File: config.mk
export PLATFORM = sky130hd
export DESIGN_NAME = seq_detect_param
export DESIGN_NICKNAME = d
export VERILOG_FILES = /design/src/rtl/seq_detect_param.sv
export SDC_FILE = /design/constraint.sdc
export NUM_CORES = 1
export LEC_CHECK = 0
export BUFFER_PORTS_ARGS = -buffer_cell sky130_fd_sc_hd__buf_2
export CAP_MARGIN = 10
export CORE_ASPECT_RATIO = 0.7
export CORE_MARGIN = 8
export CORE_UTILIZATION = 50
export DETAILED_ROUTE_END_ITERATION = 8
export PLACE_DENSITY = 0.69
export SYNTH_ARGS = -nofsm -noshare
export SYNTH_HDL_FRONTEND = slang
export SYNTH_SLANG_ARGS = --single-unit
export TNS_END_PERCENT = 100
File: constraint.sdc
create_clock -name clk -period 5.8 [get_ports clk]
set_clock_uncertainty 0.1 [all_clocks]
set_input_delay 1.16 -clock clk [delete_from_list [all_inputs] [get_ports clk]]
set_output_delay 1.16 -clock clk [all_outputs]
set_load 0.005 [all_outputs]
File: src/rtl/seq_detect_param.sv
// Serial pattern detector with run-time loadable pattern, length and overlap mode.
// Bits are shifted into a history register LSB-first; the low L history bits are
// compared against the low L pattern bits. Matches produce a registered one-cycle
// pulse and bump a saturating counter.
module seq_detect_param #(
    parameter int unsigned PAT_W = 8,
    parameter int unsigned LEN_W = 4,
    parameter int unsigned CNT_W = 8
) (
    input  logic             clk,
    input  logic             rst_n,
    input  logic             din,
    input  logic             din_valid,
    input  logic             load,
    input  logic [PAT_W-1:0] pattern,
    input  logic [LEN_W-1:0] pat_len,
    input  logic             overlap,
    input  logic             clr_cnt,
    output logic             match,
    output logic [CNT_W-1:0] match_cnt,
    output logic [LEN_W-1:0] fill,
    output logic             armed,
    output logic             cfg_err
);

    localparam logic [0:0] S_IDLE  = 1'b0;
    localparam logic [0:0] S_ARMED = 1'b1;

    localparam logic [CNT_W-1:0] CNT_MAX = '1;

    // FSM state
    logic [0:0]       state_q, state_d;

    // Captured configuration
    logic [PAT_W-1:0] pat_q,   pat_d;
    logic [LEN_W-1:0] len_q,   len_d;
    logic             ovl_q,   ovl_d;

    // Detection datapath
    logic [PAT_W-1:0] hist_q,  hist_d;
    logic [LEN_W-1:0] fill_q,  fill_d;
    logic             match_q, match_d;
    logic [CNT_W-1:0] cnt_q,   cnt_d;
    logic             err_q,   err_d;

    // Combinational helpers
    logic             len_legal;
    logic             beat;
    logic [PAT_W-1:0] cmp_mask;
    logic [PAT_W-1:0] hist_sh;
    logic [LEN_W-1:0] fill_sh;
    logic             hit;

    // Qualify the incoming load length and the active-beat condition
    always_comb begin
        len_legal = (pat_len != '0) && (32'(pat_len) <= PAT_W);
        beat      = (state_q == S_ARMED) && din_valid;
    end

    // Build a mask of the low len_q bits used in the pattern comparison
    always_comb begin
        cmp_mask = '0;
        for (int unsigned i = 0; i < PAT_W; i++) begin
            cmp_mask[i] = (i < 32'(len_q));
        end
    end

    // Speculative shift of the current beat and match evaluation on the shifted view
    always_comb begin
        hist_sh = {hist_q[PAT_W-2:0], din};
        fill_sh = (fill_q < len_q) ? (fill_q + LEN_W'(1)) : fill_q;
        hit     = (fill_sh >= len_q) && (((hist_sh ^ pat_q) & cmp_mask) == '0);
    end

    // Next-state for FSM, configuration, history, fill, match and error flag
    always_comb begin
        state_d = state_q;
        pat_d   = pat_q;
        len_d   = len_q;
        ovl_d   = ovl_q;
        hist_d  = hist_q;
        fill_d  = fill_q;
        err_d   = err_q;
        match_d = 1'b0;

        if (load) begin
            // Load wins over a coincident beat; that din bit is dropped.
            hist_d = '0;
            fill_d = '0;
            if (len_legal) begin
                pat_d   = pattern;
                len_d   = pat_len;
                ovl_d   = overlap;
                err_d   = 1'b0;
                state_d = S_ARMED;
            end else begin
                err_d   = 1'b1;
                state_d = S_IDLE;
            end
        end else if (beat) begin
            match_d = hit;
            if (hit && !ovl_q) begin
                // Non-overlapping mode: forget the matched bits entirely.
                hist_d = '0;
                fill_d = '0;
            end else begin
                hist_d = hist_sh;
                fill_d = fill_sh;
            end
        end
    end

    // Saturating match counter; clear takes precedence over a coincident match
    always_comb begin
        cnt_d = cnt_q;
        if (clr_cnt) begin
            cnt_d = '0;
        end else if (match_d && (cnt_q != CNT_MAX)) begin
            cnt_d = cnt_q + CNT_W'(1);
        end
    end

    // State registers with synchronous active-low reset
    always_ff @(posedge clk) begin
        if (!rst_n) begin
            state_q <= S_IDLE;
            pat_q   <= '0;
            len_q   <= '0;
            ovl_q   <= 1'b0;
            hist_q  <= '0;
            fill_q  <= '0;
            match_q <= 1'b0;
            cnt_q   <= '0;
            err_q   <= 1'b0;
        end else begin
            state_q <= state_d;
            pat_q   <= pat_d;
            len_q   <= len_d;
            ovl_q   <= ovl_d;
            hist_q  <= hist_d;
            fill_q  <= fill_d;
            match_q <= match_d;
            cnt_q   <= cnt_d;
            err_q   <= err_d;
        end
    end

    // Drive outputs straight from registers
    always_comb begin
        match     = match_q;
        match_cnt = cnt_q;
        fill      = fill_q;
        armed     = (state_q == S_ARMED);
        cfg_err   = err_q;
    end

endmodule

==> impl_metrics.py <==
metrics = {
    "run_status": {
        "status": "complete, no violations",
    },
    "yosys": {
        "yosysTopAreaCell": "dfxtp_1",
        "yosys_most_used_dff": "dfxtp_1",
        "synth.most_common_cell": "dfxtp_1",
        "synthTopCellsByArea": "dfxtp_1, mux2i_1, ha_1, a32o_1, nor2b_1",
        "synthesis.area_um2": 1860,
        "syn_area_per_cell_um2": 9.53,
        "ys_seq_area_share_pct": 37.7,
        "ys_seq_elements": 35,
        "synth_edf_count": 0,
        "synthArstFlopShare_pct": 0,
        "yosys.area.top_type_share_pct": 37.7,
        "synthTopCellsByCount": "dfxtp_1, nor2b_1, mux2i_1",
        "synth_cell_types": 47,
        "ys_warn_count": 0,
        "syn_nets": 223,
        "synthCells": 195,
    },
    "clocking": {
        "cts_hold_buf": 0,
        "cts_buffers": 5,
        "insertion_delay_ps": 280,
        "clk_pin_slew_worst_paths_ps": 70,
        "clockRootBuffer": "clkbuf_8",
        "cts_tree": "yes",
        "cts.sinks": 35,
        "post_cts_resized": 0,
        "post-cts-setup-buffers": 0,
        "cts_buffer_depth": 2,
        "cts.htree.levels": 2,
    },
    "detailed_routing": {
        "routed_wl_um": 4540,
        "antenna_left": 0,
        "first_pass_iters": 4,
        "drcViolationCount": 0,
        "first_iter_violations": 123,
        "via_per_inst": 5.77,
        "num_vias": 1611,
        "routedWlPerCell_um": 16.3,
    },
    "global_routing": {
        "antenna_found_initial": 0,
        "overflow": 0,
        "busiest_layer": "met2",
        "grtUsageMet3_pct": 4.30,
        "track_usage_pct": 16.3,
        "met1_usage_pct": 22.3,
        "grt_pass1_wl_um": 7460,
        "grt_pass1_vias": 1516,
        "gr-usage-met2_pct": 23.4,
        "grt_max_degree": 19,
    },
    "floorplan": {
        "dieArea_um2": 5950,
        "row_count": 18,
        "coreArea_um2": 3540,
        "die_h_um": 67,
        "io-pin-count": 34,
        "start_util_pct": 52.5,
        "die_x_um": 88.9,
    },
    "placed_design": {
        "routabilityCongestion": 0.877,
        "pre_cts_slack_ps": 1630,
        "io_buffers": 33,
        "hpwl_um": 3500,
    },
    "sta": {
        "holdWs_ps": 420,
        "fmax_ghz": 0.237,
        "fin_crit_ps": 4220,
        "slew_headroom_pct": 44.3,
        "fin_setup_tns_ps": 0,
        "rsz0062_at_grt": "no",
        "maxSlewViolCount": 0,
        "hold_viol": 0,
        "fin_ws_ps": 1580,
        "finalCritPeriodShare_pct": 72.8,
        "tightest_slew_ps": 833,
        "setup_viol": 0,
    },
    "flow_run": {
        "maxCapViolations": 0,
    },
    "finish": {
        "final_nets": 256,
        "fillers": 320,
        "multi_input_area_um2": 1100,
        "syn_to_final_growth_pct": 15.1,
        "diodes": 0,
        "ff_latch_area_um2": 701,
        "post-route-util_pct": 60.5,
        "drive_above_1_share_pct": 19.2,
    },
    "setup_path": {
        "worst_path_max_delay_cell": "a2111oi_0",
        "crit_path_cell_trace": "inv_1 > ha_1 > a2111oi_0 > o21ai_0 > xnor2_1 > ha_1 > o21ai_0 > a222oi_1 > nand4_2 > or2_0 > a221o_1",
        "cp_top_family": "compound AO/OA/AOI/OAI gates",
        "cp-start-kind": "flip-flop",
        "crit_required_ps": 5870,
        "critPathArrivalTime_ps": 4290,
        "crit_type": "flip-flop to flip-flop",
        "worstPathMaxFanout": 17,
        "critPathBufInv": 1,
        "slowest_delay_ps": 610,
        "end_kind": "flip-flop",
    },
    "power_and_ir_drop": {
        "ir_worst_vdd_uv": 151,
        "p_leak_nw": 0.879,
        "finalPower_mw": 0.485,
        "power-per-cell-area_nw_per_um2": 227,
    },
    "min_path": {
        "min_path_type": "flip-flop to flip-flop",
    },
}
-- state kept, by name, summed over array words and instances (netlist names) --
register / flops
hist_q: 7
match_cnt: 8
pat_q: 8
cfg_err: 1
match: 1
ovl_q: 1
len_q: 4
armed: 1
fill: 4
-- placed cells by master, fill, tap and decap left out, types with 3 or more instances in the layout --
cell,synthesis,final
dfxtp_1,35,35
buf_2,2,33
nor2b_1,14,14
mux2i_1,13,13
nand2_1,10,10
xnor2_1,9,9
a32o_1,9,9
ha_1,9,9
nand2b_1,8,8
a21oi_1,8,8
nor2_1,8,8
inv_1,7,7
nand4_1,5,5
clkbuf_8,0,5
o21ai_0,4,4
or4_1,4,4
o31ai_1,4,4
nor3_1,3,3
xor2_1,3,3
-- path summary, 6_finish.rpt --
kind	startpoint	to	slack, ps	cells after the start
worst min-delay path	hist_q[6]	hist_q[6]	420	1
worst min register to register	hist_q[6]	hist_q[6]	420	1
worst max register to register	len_q[1]	fill[0]	1580	11
worst max-delay path	len_q[1]	fill[0]	1580	11
-- through the flow --
step                cell area (um^2)  instances
finish                          2140        279
CTS                             2140        279
floorplan                       1860        195
global route                    2140        279
global placement                2060        271
detailed placement              2060        271
-- where the power goes --
group | switching, mW | internal, mW
sequential | 0.00601 | 0.247
combinational | 0.0406 | 0.0276
clock | 0.0802 | 0.0841
-- cells by family after synthesis --
kind of cell / count (synthesis) / synth area share, %
multiplexers: 14 / 7.61
XOR/XNOR: 12 / 5.66
flip-flops: 35 / 37.7
buffers and inverters: 14 / 2.96
adder cells (fa/ha/maj): 9 / 6.06
AO/OA/AOI/OAI: 48 / 20.5
AND/OR/NAND/NOR: 63 / 19.5
-- cell type report --
class / instances / area share [%]
multi-input cells: 146 / 51.6
repair buffers: 33 / 7.72
inverters: 7 / 1.23
flip-flops and latches: 35 / 32.8
clock inverters: 1 / 0.234
well taps: 50 / 2.93
clock buffers: 7 / 3.57
-- per-layer routing --
layer	routed length (um)	vias up
li1	-	801
met1	2220	751
met2	1960	55
met3	306	4
met4	53	0
met5	0	-
Power figures use the tool's default switching activity.
